$ cat config.mk
export PLATFORM = sky130hd
export DESIGN_NAME = digit_scan_decoder
export DESIGN_NICKNAME = d
export VERILOG_FILES = /design/src/rtl/disp_pkg.sv /design/src/rtl/bcd_to_7seg.sv /design/src/rtl/digit_scan_decoder.sv
export SDC_FILE = /design/constraint.sdc
export NUM_CORES = 1
export LEC_CHECK = 0
export ABC_AREA = 1
export BUFFER_PORTS_ARGS = -buffer_cell sky130_fd_sc_hd__buf_2
export CELL_PAD_IN_SITES_DETAIL_PLACEMENT = 2
export CELL_PAD_IN_SITES_GLOBAL_PLACEMENT = 2
export CORE_MARGIN = 2
export CORE_UTILIZATION = 33
export DETAILED_ROUTE_END_ITERATION = 10
export GPL_TIMING_DRIVEN = 0
export PLACE_DENSITY = 0.85
export SLEW_MARGIN = 20
export SYNTH_ARGS = -nofsm -noshare
export SYNTH_HDL_FRONTEND = slang
export SYNTH_SLANG_ARGS = --single-unit
$ cat constraint.sdc
create_clock -name clk -period 3.6 [get_ports clk]
set_input_delay 0.36 -clock clk [delete_from_list [all_inputs] [get_ports clk]]
set_output_delay 0.36 -clock clk [all_outputs]
set_load 0.02 [all_outputs]
$ cat src/rtl/disp_pkg.sv
// Shared constants and types for the multiplexed seven-segment display path.
package disp_pkg;

    // Active-low segment patterns, bit order {g,f,e,d,c,b,a}.
    localparam logic [6:0] SEG_BLANK = 7'b1111111;
    localparam logic [6:0] SEG_DASH  = 7'b0111111;

    localparam logic [6:0] SEG_0 = 7'b1000000;
    localparam logic [6:0] SEG_1 = 7'b1111001;
    localparam logic [6:0] SEG_2 = 7'b0100100;
    localparam logic [6:0] SEG_3 = 7'b0110000;
    localparam logic [6:0] SEG_4 = 7'b0011001;
    localparam logic [6:0] SEG_5 = 7'b0010010;
    localparam logic [6:0] SEG_6 = 7'b0000010;
    localparam logic [6:0] SEG_7 = 7'b1111000;
    localparam logic [6:0] SEG_8 = 7'b0000000;
    localparam logic [6:0] SEG_9 = 7'b0010000;

    // Scan position: 0 is the least significant digit.
    typedef logic [1:0] digit_idx_t;

    // 2-to-4 decode of the scan position into active-low one-hot anodes.
    function automatic logic [3:0] anode_decode(input digit_idx_t idx);
        logic [3:0] an;
        an = 4'b1111;
        an[idx] = 1'b0;
        return an;
    endfunction

endpackage

$ cat src/rtl/bcd_to_7seg.sv
// Combinational BCD nibble to active-low seven-segment pattern; A-F show a dash.
module bcd_to_7seg
    import disp_pkg::*;
(
    input  logic [3:0] nibble,
    output logic [6:0] seg
);

    // Table lookup; anything outside 0-9 is flagged visually as a dash.
    always_comb begin
        seg = SEG_DASH;
        case (nibble)
            4'd0:    seg = SEG_0;
            4'd1:    seg = SEG_1;
            4'd2:    seg = SEG_2;
            4'd3:    seg = SEG_3;
            4'd4:    seg = SEG_4;
            4'd5:    seg = SEG_5;
            4'd6:    seg = SEG_6;
            4'd7:    seg = SEG_7;
            4'd8:    seg = SEG_8;
            4'd9:    seg = SEG_9;
            default: seg = SEG_DASH;
        endcase
    end

endmodule

$ cat src/rtl/digit_scan_decoder.sv
// Time-multiplexed 4-digit seven-segment driver with a double-buffered BCD value.
//
// Load semantics: load is a one-cycle strobe with no back-pressure. Every
// cycle with load=1 captures bcd_in into the pending buffer (last write wins)
// and raises pending. The pending value moves to the displayed buffer only at a
// frame boundary (the scan tick that selects digit 0). A load in the same cycle
// as a boundary is kept as the next pending value; the boundary transfers the
// value that was pending before it.
module digit_scan_decoder
    import disp_pkg::*;
#(
    parameter int unsigned PRESCALE = 100000,
    parameter int unsigned CNT_W    = 24
) (
    input  logic        clk,
    input  logic        rst,
    input  logic [15:0] bcd_in,
    input  logic        load,
    input  logic        blank_lz,
    output logic        pending,
    output logic [3:0]  an,
    output logic [6:0]  seg,
    output logic [3:0]  digit,
    output logic        frame_tick
);

    logic [CNT_W-1:0] cnt_q, cnt_d;
    digit_idx_t       idx_q, idx_d;
    logic [15:0]      active_q, active_d;
    logic [15:0]      pend_buf_q, pend_buf_d;
    logic             pending_q, pending_d;
    logic [3:0]       an_q, an_d;
    logic [6:0]       seg_q, seg_d;
    logic [3:0]       digit_q, digit_d;
    logic             frame_tick_q, frame_tick_d;

    logic             tick;
    logic             boundary;
    logic [3:0]       sel_nibble;
    logic [6:0]       sel_seg;
    logic             upper_zero;

    // Prescaler and scan index: the index advances once per PRESCALE cycles.
    always_comb begin
        tick     = (cnt_q == CNT_W'(PRESCALE - 1));
        cnt_d    = tick ? '0 : cnt_q + CNT_W'(1);
        idx_d    = tick ? idx_q + 2'd1 : idx_q;
        boundary = tick && (idx_d == 2'd0);
    end

    // Double buffer: transfer at the boundary first, then accept any new load.
    always_comb begin
        active_d   = active_q;
        pend_buf_d = pend_buf_q;
        pending_d  = pending_q;
        if (boundary && pending_q) begin
            active_d  = pend_buf_q;
            pending_d = 1'b0;
        end
        if (load) begin
            pend_buf_d = bcd_in;
            pending_d  = 1'b1;
        end
    end

    // Digit mux and leading-zero test use the buffer as it will be after this edge,
    // so digit 0 of a new frame already shows the newly transferred value.
    always_comb begin
        sel_nibble = active_d[{idx_d, 2'b00} +: 4];
        upper_zero = 1'b0;
        case (idx_d)
            2'd3:    upper_zero = (active_d[15:12] == 4'd0);
            2'd2:    upper_zero = (active_d[15:8] == 8'd0);
            2'd1:    upper_zero = (active_d[15:4] == 12'd0);
            default: upper_zero = 1'b0;
        endcase
    end

    bcd_to_7seg u_bcd_to_7seg (
        .nibble (sel_nibble),
        .seg    (sel_seg)
    );

    // Display outputs change together, only on a scan tick.
    always_comb begin
        an_d         = an_q;
        seg_d        = seg_q;
        digit_d      = digit_q;
        frame_tick_d = boundary;
        if (tick) begin
            an_d    = anode_decode(idx_d);
            digit_d = sel_nibble;
            seg_d   = (blank_lz && upper_zero) ? SEG_BLANK : sel_seg;
        end
    end

    // State registers with synchronous reset; reset also drops any pending load.
    always_ff @(posedge clk) begin
        if (rst) begin
            cnt_q        <= '0;
            idx_q        <= 2'd3;
            active_q     <= '0;
            pend_buf_q   <= '0;
            pending_q    <= 1'b0;
            an_q         <= 4'b1111;
            seg_q        <= SEG_BLANK;
            digit_q      <= 4'd0;
            frame_tick_q <= 1'b0;
        end else begin
            cnt_q        <= cnt_d;
            idx_q        <= idx_d;
            active_q     <= active_d;
            pend_buf_q   <= pend_buf_d;
            pending_q    <= pending_d;
            an_q         <= an_d;
            seg_q        <= seg_d;
            digit_q      <= digit_d;
            frame_tick_q <= frame_tick_d;
        end
    end

    assign pending    = pending_q;
    assign an         = an_q;
    assign seg        = seg_q;
    assign digit      = digit_q;
    assign frame_tick = frame_tick_q;

endmodule

==> results of run 1 <==
==> Yosys cell counts (all sizes together), types with 8 or more instances <==
cell type | instances | area [um^2]
nor2 | 87 | 410
clkbuf | 8 | 30.0
a21oi | 28 | 151
nor3b | 8 | 70.1
nand2 | 112 | 443
nand4 | 17 | 134
o21ai | 23 | 115
buf | 8 | 50.1
nor3 | 9 | 55.1
nand3 | 48 | 285
dfxtp | 75 | 1500
inv | 73 | 274
==> state kept, by name (all words and copies together) (netlist names) <==
name	cells
idx_q	2
seg	7
pend_buf_q	16
active_q	16
frame_tick	1
an	4
cnt_q	24
digit	4
pending	1
==> layout make-up <==
| class | count | area (um^2) | area share |
|---|---|---|---|
| multi-input cells | 360 | 1900 | 0.426 |
| plain buffers | 16 | 80.1 | 0.0180 |
| flip-flops and latches | 75 | 1500 | 0.337 |
| clock buffers | 10 | 239 | 0.0537 |
| well taps | 143 | 179 | 0.0402 |
| clock inverters | 6 | 88.8 | 0.0200 |
| repair buffers | 36 | 180 | 0.0405 |
| inverters | 75 | 287 | 0.0644 |
==> stage by stage <==
stage / area (um^2) / power (uW)
floorplan: 3760 / 913
CTS: 4450 / 1950
global placement: 4120 / 939
finish: 4450 / 1920
detailed placement: 4120 / 945
global route: 4450 / 2000
==> per-layer routing <==
layer  vias up  track usage  wire [um]
met3        17       0.0476        373
met5         -            0          0
met1      1731        0.218       4800
met4         0       0.0667        216
met2        48        0.380       6250
li1       1766            -          -
==> worst max path at each step <==
stage	startpoint	end	slack (ns)
after floorplan	cnt_q[0]	seg[5]	1.14
after global placement	cnt_q[0]	seg[5]	0.68
after detailed placement	cnt_q[0]	seg[4]	0.49
after CTS	cnt_q[0]	seg[5]	0.40
after global routing	cnt_q[0]	seg[4]	0.10
final	cnt_q[0]	seg[0]	0.44
==> cell families (layout without fill, tap and decap cells) <==
logic type      Yosys count  count (layout)  synth area share
flops                    75              75             0.399
buf+inv                  91             143            0.0974
fa+ha+maj                 6               6            0.0199
xor+xnor                  5               5            0.0116
compound gates           58              58            0.0841
simple gates            291             291             0.388
==> power by group through the flow <==
stage	combinational, uW	clock, uW	sequential (uW)
2_1_floorplan	42.3	0	870
3_3_place_gp	68.9	0	871
3_5_place_dp	72.8	0	872
4_1_cts	73.5	1020	854
5_1_grt	81.8	1060	855
6_report	71.4	997	854
==> worst max-delay path, stage by stage (launching register included) <==
cell	delay, ns
dfxtp_1	0.39
ha_1	0.25
nand3_2	0.14
nor2_2	0.20
nand3_4	0.17
nor2_8	0.19
nand3_4	0.17
buf_6	0.20
nand2_2	0.07
nand2_1	0.09
nand2_1	0.10
nand2_1	0.13
nor2_4	0.19
inv_1	0.10
ha_1	0.21
inv_1	0.05
nand2_1	0.07
nand3_1	0.10
nand3_1	0.08
nand2_1	0.10
inv_1	0.05
==> out/metrics.yaml, run 1 <==
yosys:
  synth.distinct_cells: 41
  netlist_instances: 526
  syn-num-nets: 552
  synth_edf_count: 0
  synth-seq-cells: 75
  async_flop_share: 0
  postSynthAreaPerCell_um2: 7.16
  syn_area_um2: 3760
  yosysWarningCount: 0
  ys_seq_area_frac: 0.399
  ys.flop_type: "dfxtp_1"
cells_and_area:
  most-common-layout-cells: "nand2_1, dfxtp_1, nor2_1, inv_1, nand3_1"
  syn_to_final_growth_pct: 18.2
  finalNonFillerCells: 721
  finalNetCount: 599
  layout-drive-gt1-share: 0.185
  nFillCells: 1346
  antenna_cells: 0
  utilization: 0.395
  final_common_cell: "nand2_1"
worst_setup_path:
  cp-end-kind: "flip-flop"
  crit_type: "flip-flop to flip-flop"
  regToRegSetupSlack_ns: 0.44
  crit_arrival_ns: 3.39
  start_kind: "flip-flop"
  cp_data_required_time_ns: 3.84
  timing.rr.end: "seg[0]"
  path_max_fanout: 10
  r2r_cells: 20
  r2r_start: "cnt_q[0]"
clock_network:
  cts_setup_buffers: 0
  path_clk_slew_ns: 0.06
  clock_path_buffers: 2
  cts_resized: 0
  cts_buffers: 9
  cts_hold_buffers: 0
  root_buffer: "clkbuf_16"
  htree_levels: 3
  clk_latency_ns: 0.34
  cts_tree: "yes"
  numClockSinks: 75
global_route:
  grtUsageTotal: 0.201
  overflow: 0
  antenna_found_initial: 0
  grt_max_degree: 14
  grt_pass1_wl_um: 19700
  grt_pass1_vias: 3959
floorplanning:
  die_h_um: 111
  start_util: 0.334
  chipWidth_um: 111
  core_region_area_um2: 11300
  dieArea_um2: 12300
  rows: 39
  pin_count: 37
worst_hold_path:
  hold_end: "pend_buf_q[4]"
  min_path_type: "input port to flip-flop"
  whs_path_depth: 3
  worstHoldStart: "bcd_in[4]"
power:
  p_leak_uw: 0.00192
  p_sw_uw: 427
  p_clk_frac: 0.519
  p_per_area_nw_per_um2: 432
  peakVddDrop_uv: 260
  sw_frac_of_total: 0.222
  intPower_uw: 1490
  power_frac_comb: 0.037
  seq_power_share: 0.444
drt:
  dr.pass1.iters: 4
  dr.first_iter.drc_count: 108
  drt_drc_violations_left: 0
  wl_per_cell_um: 16.1
  viasPerCell: 4.94
  routed_wl_um: 11600
  ant_nets: 0
  route.vias.total: 3562
sta:
  hold_viol: 0
  post-route-worst-setup-slack_ns: 0.443
  timing.final.setup_violations: 0
  period_share: 0.877
  finalSetupTns_ns: 0
  fmax_mhz: 317
  worst_clock_skew_ns: 0.00780
  rsz0062_at_grt: "no"
  drv_slew: 0
  min_period_ns: 3.16
  worst_pin_slew_ns: 0.636
  relSlewSlack: 0.576
  hold_ws_ns: 0.251
run:
  maxCapViolCount: 0
placed_design:
  hpwl_um: 8930
  portBuffers: 36
  place_congestion: 0.816
  dpl.cell_count: 705
  pre_cts_slack_ns: 0.490
status:
  outcome: "completed"
Power figures use the tool's default switching activity.
==> run 2: changes to the inputs <==
Settings changed: ABC_AREA 1 to default, CORE_UTILIZATION 33 to 32, PLACE_DENSITY 0.85 to 0.82, SLEW_MARGIN 20 to default.
Clock period 3.6 ns to 2.9 ns, I/O delays scaled along.
==> out/metrics.yaml, run 2 <==
status:
  outcome: "complete, but fails checks"  # was completed
  violations: "negative setup slack"
global_route:
  antenna_found_initial: 0  # unchanged
  grt_max_degree: 14  # unchanged
  grt_pass1_wl_um: 18900  # was 19700 um
  grt_pass1_vias: 3561  # was 3959
  overflow: 0  # unchanged
  grtUsageTotal: 0.212  # was 0.201
cells_and_area:
  syn_to_final_growth_pct: 30.3  # was 18.2%
  finalNetCount: 504  # was 599
  antenna_cells: 0  # unchanged
  utilization: 0.432  # was 0.395
  nFillCells: 1168  # was 1346
  top_regs: "cnt_q x24, active_q x16, pend_buf_q x16"  # unchanged
  layout-drive-gt1-share: 0.273  # was 0.185
  most-common-layout-cells: "dfxtp_1, nor2_1, nand2_1, buf_2, mux2i_1"  # was nand2_1, dfxtp_1, nor2_1, inv_1, nand3_1
  final_common_cell: "dfxtp_1"  # was nand2_1
  largest_reg_flops: 24  # unchanged
  top_register: "cnt_q"  # unchanged
worst_hold_path:
  whs_path_depth: 3  # unchanged
  worstHoldStart: "bcd_in[7]"  # was bcd_in[4]
  hold_end: "pend_buf_q[7]"  # was pend_buf_q[4]
  min_path_type: "input port to flip-flop"  # unchanged
sta:
  post-route-worst-setup-slack_ns: -0.0929  # was 0.443 ns
  period_share: 1.03  # was 0.877
  worst_clock_skew_ns: 0.0163  # was 0.00780 ns
  worst_pin_slew_ns: 0.661  # was 0.636 ns
  hold_viol: 0  # unchanged
  finalSetupTns_ns: -0.319  # was 0 ns
  rsz0062_at_grt: "yes"  # was no
  relSlewSlack: 0.560  # was 0.576
  fmax_mhz: 334  # was 317 MHz
  min_period_ns: 2.99  # was 3.16 ns
  timing.final.setup_violations: 6  # was 0
  drv_slew: 0  # unchanged
power:
  total_power_uw: 2230  # was 1920 uW
  peakVddDrop_uv: 296  # was 260 uV
  p_leak_uw: 0.00176  # was 0.00192 uW
  p_per_area_nw_per_um2: 496  # was 432 nW/um^2
yosys:
  synth_top_area_frac: 0.434  # was 0.399
  yosys.area.top_type: "dfxtp_1"  # unchanged
  postSynthAreaPerCell_um2: 8.51  # was 7.16 um^2
  ys.flop_type: "dfxtp_1"  # unchanged
  synthTopCellsByCount: "dfxtp_1, nor2_1, nand2_1"  # was nand2_1, dfxtp_1, nor2_1
  synth.distinct_cells: 53  # was 41
  syn_area_um2: 3460  # was 3760 um^2
  syn-num-nets: 432  # was 552
  netlist_instances: 406  # was 526
  synthTopCellsByArea: "dfxtp_1, mux2i_1, nor2_1"  # was dfxtp_1, nand2_1, nor2_1
  async_flop_share: 0  # unchanged
  yosysWarningCount: 0  # unchanged
  synth_edf_count: 0  # unchanged
  ys_seq_area_frac: 0.434  # was 0.399
  synth-seq-cells: 75  # unchanged
  synth_most_common_cell: "dfxtp_1"  # was nand2_1
floorplanning:
  core_region_area_um2: 10400  # was 11300 um^2
  pin_count: 37  # unchanged
  chipWidth_um: 108  # was 111 um
  start_util: 0.332  # was 0.334
  die_h_um: 108  # was 111 um
  dieArea_um2: 11600  # was 12300 um^2
  rows: 37  # was 39
run:
  maxCapViolCount: 0  # unchanged
placed_design:
  place_congestion: 0.875  # was 0.816
  portBuffers: 35  # was 36
  hpwl_um: 7450  # was 8930 um
drt:
  dr.pass1.iters: 4  # unchanged
  dr.first_iter.drc_count: 124  # was 108
  wl_per_cell_um: 20.3  # was 16.1 um
  ant_nets: 0  # unchanged
  routed_wl_um: 12500  # was 11600 um
  drt_drc_violations_left: 0  # unchanged
  route.vias.total: 3246  # was 3562
  viasPerCell: 5.24  # was 4.94
worst_setup_path:
  start_kind: "flip-flop"  # unchanged
  cp-end-kind: "flip-flop"  # unchanged
  path_max_fanout: 8  # was 10
  cp_data_required_time_ns: 3.20  # was 3.84 ns
  timing.rr.end: "seg[2]"  # was seg[0]
  crit_type: "flip-flop to flip-flop"  # unchanged
  crit_arrival_ns: 3.30  # was 3.39 ns
  r2r_start: "cnt_q[14]"  # was cnt_q[0]
  regToRegSetupSlack_ns: -0.09  # was 0.44 ns
  r2r_cells: 11  # was 20
clock_network:
  root_buffer: "clkbuf_8"  # was clkbuf_16
  clock_path_buffers: 2  # unchanged
  cts_buffers: 9  # unchanged
  clk_latency_ns: 0.37  # was 0.34 ns
  path_clk_slew_ns: 0.08  # was 0.06 ns
  cts_hold_buffers: 0  # unchanged
  numClockSinks: 75  # unchanged
  htree_levels: 3  # unchanged
  cts_tree: "yes"  # unchanged
==> run 2: cell type report <==
class	count	area [um^2]	area share
sequential	75	1510	0.335
tap	136	170	0.0378
timing repair buffer	61	405	0.0900
inverter	10	40.0	0.00889
clock inverter	7	140	0.0311
multi-input combinational	301	2020	0.448
buffer	20	97.6	0.0217
clock buffer	9	124	0.0275
==> run 2: worst max-delay path by stage <==
stage	start	slack (ns)	to	cells past startpoint
after global placement	cnt_q[10]	-0.30	seg[4]	11
after floorplan	cnt_q[14]	0.05	seg[6]	11
after global routing	cnt_q[0]	-0.19	seg[6]	12
after detailed placement	cnt_q[10]	-0.35	seg[6]	11
after CTS	cnt_q[11]	-0.03	seg[6]	11
final	cnt_q[14]	-0.09	seg[2]	11
==> run 2: critical path: stages, from the launching register on <==
cell and delay [ns]:
dfxtp_4 0.35, or4b_4 0.53, or3_4 0.37, nor2_4 0.15, buf_6 0.16, mux2_4 0.32
a32oi_4 0.29, buf_4 0.18, ha_4 0.13, nand2_2 0.06, or2_4 0.25, a21oi_2 0.14
==> run 2: timing repair <==
action                                  in CTS  in global routing
setup buffers                               15                 11
pin swaps                                   11                 14
endpoints found under the setup margin      17                 17
resized for setup                           24                 37
hold endpoints to repair                     0                  0
==> run 2: report_power, final <==
part           internal, uW  switching (uW)  total [uW]
combinational          34.2            51.8        86.0
clock                   657             429        1090
sequential             1050            13.8        1060
==> run 2: cells by family (layout without fill, tap and decap cells) <==
kind of cell | after synthesis | count (layout) | synth area share
compound gates | 52 | 52 | 0.105
xor+xnor | 23 | 23 | 0.0583
mux | 32 | 32 | 0.0949
buf+inv | 30 | 107 | 0.0355
flops | 75 | 75 | 0.434
simple gates | 188 | 188 | 0.251
fa+ha+maj | 6 | 6 | 0.0217
==> run 2: per-layer routing <==
layer | vias to the layer above | wire, um | track usage
met5 | - | 0 | 0
met4 | 0 | 414 | 0.0916
met3 | 33 | 373 | 0.0436
met2 | 71 | 6590 | 0.373
met1 | 1608 | 5170 | 0.249
li1 | 1534 | - | -
==> run 2: stage by stage <==
| stage | instances | area [um^2] | hold WS (ns) | setup WS, ns |
|---|---|---|---|---|
| after floorplan | 406 | 3460 | 0.378 | 0.0494 |
| after global placement | 577 | 3810 | 0.439 | -0.299 |
| after detailed placement | 577 | 3810 | 0.455 | -0.351 |
| after CTS | 608 | 4290 | 0.150 | -0.0344 |
| after global routing | 619 | 4500 | 0.163 | -0.188 |
| final | 619 | 4500 | 0.158 | -0.0929 |
==> run 3: changes to the inputs <==
Settings changed: RECOVER_POWER from default to 100.
==> out/metrics.yaml, run 3 (synthesis gave the netlist of run 2 again) <==
cells_and_area:
  most-common-layout-cells: "dfxtp_1, nor2_1, nand2_1, clkbuf_1, mux2i_1"  # was dfxtp_1, nor2_1, nand2_1, buf_2, mux2i_1
  antenna_cells: 0  # unchanged
  layout-drive-gt1-share: 0.236  # was 0.273
  multi_input_area_um2: 2020  # unchanged
  syn_to_final_growth_pct: 29.7  # was 30.3%
  largest_reg_flops: 24  # unchanged
  final_common_cell: "dfxtp_1"  # unchanged
  top_register: "cnt_q"  # unchanged
  finalNonFillerCells: 619  # unchanged
  nFillCells: 1182  # was 1168
  finalNetCount: 504  # unchanged
  top_regs: "cnt_q x24, active_q x16, pend_buf_q x16"  # unchanged
  ff_latch_area_um2: 1510  # unchanged
status:
  outcome: "complete, but fails checks"  # unchanged
  violations: "negative setup slack"  # unchanged
sta:
  min_period_ns: 3.00  # was 2.99 ns
  fmax_mhz: 334  # about the same
  timing.final.setup_violations: 6  # unchanged
  worst_pin_slew_ns: 0.661  # unchanged
  drv_slew: 0  # unchanged
  period_share: 1.03  # about the same
  rsz0062_at_grt: "yes"  # unchanged
  hold_viol: 0  # unchanged
  finalSetupTns_ns: -0.328  # was -0.319 ns
  post-route-worst-setup-slack_ns: -0.0967  # was -0.0929 ns
  worst_clock_skew_ns: 0.0162  # was 0.0163 ns
  relSlewSlack: 0.560  # unchanged
drt:
  wl_met3_um: 378  # was 373 um
  route.vias.total: 3246  # unchanged
  dr.first_iter.drc_count: 123  # was 124
  dr.pass1.iters: 4  # unchanged
  topRoutingLayerUsed: "met4"  # unchanged
  wl_met1_um: 5170  # about the same
  wl_per_cell_um: 20.3  # about the same
  viasPerCell: 5.24  # unchanged
  routed_wl_um: 12600  # was 12500 um
  drt_drc_violations_left: 0  # unchanged
  wl_met2_um: 6590  # about the same
  ant_nets: 0  # unchanged
floorplanning:
  start_util: 0.332  # unchanged
  rows: 37  # unchanged
  chipWidth_um: 108  # unchanged
  pin_count: 37  # unchanged
  dieArea_um2: 11600  # unchanged
  core_region_area_um2: 10400  # unchanged
  die_h_um: 108  # unchanged
worst_hold_path:
  min_path_type: "input port to flip-flop"  # unchanged
global_route:
  overflow: 0  # unchanged
  antenna_found_initial: 0  # unchanged
  grt_pass1_wl_um: 18900  # unchanged
  grt_pass1_vias: 3561  # unchanged
  grtUsageTotal: 0.212  # unchanged
  grt_max_degree: 14  # unchanged
power:
  p_leak_uw: 0.00172  # was 0.00176 uW
  p_per_area_nw_per_um2: 498  # was 496 nW/um^2
  peakVddDrop_uv: 296  # about the same
clock_network:
  cts_tree: "yes"  # unchanged
  clock_path_buffers: 2  # unchanged
  path_clk_slew_ns: 0.08  # about the same
  numClockSinks: 75  # unchanged
  root_buffer: "clkbuf_8"  # unchanged
  cts_buffers: 9  # unchanged
  htree_levels: 3  # unchanged
  clk_latency_ns: 0.37  # about the same
placed_design:
  hpwl_um: 7450  # unchanged
  place_congestion: 0.875  # unchanged
  portBuffers: 35  # unchanged
  dpl.cell_count: 577  # unchanged
worst_setup_path:
  cp-end-kind: "flip-flop"  # unchanged
  start_kind: "flip-flop"  # unchanged
  path_max_fanout: 8  # unchanged
  cp_data_required_time_ns: 3.20  # about the same
  crit_type: "flip-flop to flip-flop"  # unchanged
  crit_arrival_ns: 3.30  # about the same
  regToRegSetupSlack_ns: -0.1  # was -0.09 ns
run:
  maxCapViolCount: 0  # unchanged
## run 3: cell types whose count changed in the layout (fill, tap and decap cells not counted)
cell / delta
clkbuf_1: +18
buf_2: -18
## run 3: power breakdown
part           internal, uW  total [uW]  switching [uW]
combinational          33.7        85.6            51.8
clock                   657        1090             429
sequential             1050        1060            13.8
## run 3: area by class of cell
cell class	instances	share of cell area
sequential	75	0.337
inverter	10	0.00894
timing repair buffer	61	0.0855
tap	136	0.0380
multi-input combinational	301	0.450
buffer	20	0.0218
clock inverter	7	0.0313
clock buffer	9	0.0276
## run 3: final timing paths
| kind | endpoint | depth (start not counted) | startpoint |
|---|---|---|---|
| max | seg[2] | 11 | cnt_q[14] |
| min | pend_buf_q[7] | 3 | bcd_in[7] |
| max reg2reg | seg[2] | 11 | cnt_q[14] |
| min reg2reg | cnt_q[0] | 1 | cnt_q[0] |
## run 3: repair_timing
action                                  CTS  global route
resized for setup                        24            37
pin swaps                                11            14
hold buffers                              0             0
buffers inserted                         15            11
endpoints found under the setup margin   17            17
## run 3: metal layers
| metal | up-vias | track usage |
|---|---|---|
| li1 | 1534 | - |
| met1 | 1608 | 0.249 |
| met2 | 71 | 0.373 |
| met3 | 33 | 0.0436 |
| met4 | 0 | 0.0916 |
| met5 | - | 0 |
## run 3: per-stage QoR
stage | hold slack, ns | area, um^2 | utilization | total power, uW | setup slack (ns)
CTS | 0.150 | 4290 | 0.412 | 2240 | -0.0344
finish | 0.158 | 4480 | 0.430 | 2230 | -0.0967
floorplan | 0.378 | 3460 | - | 1130 | 0.0494
detailed placement | 0.455 | 3810 | 0.366 | 1170 | -0.351
global route | 0.163 | 4480 | 0.430 | 2310 | -0.188
global placement | 0.439 | 3810 | 0.366 | 1160 | -0.299
## run 3: worst max-delay path, stage by stage (launching register included)
cell     delay (ns)
dfxtp_4        0.35
or4b_4         0.53
or3_4          0.37
nor2_4         0.15
buf_6          0.16
mux2_4         0.32
a32oi_4        0.29
buf_4          0.18
ha_4           0.13
nand2_2        0.06
or2_4          0.25
a21oi_2        0.15
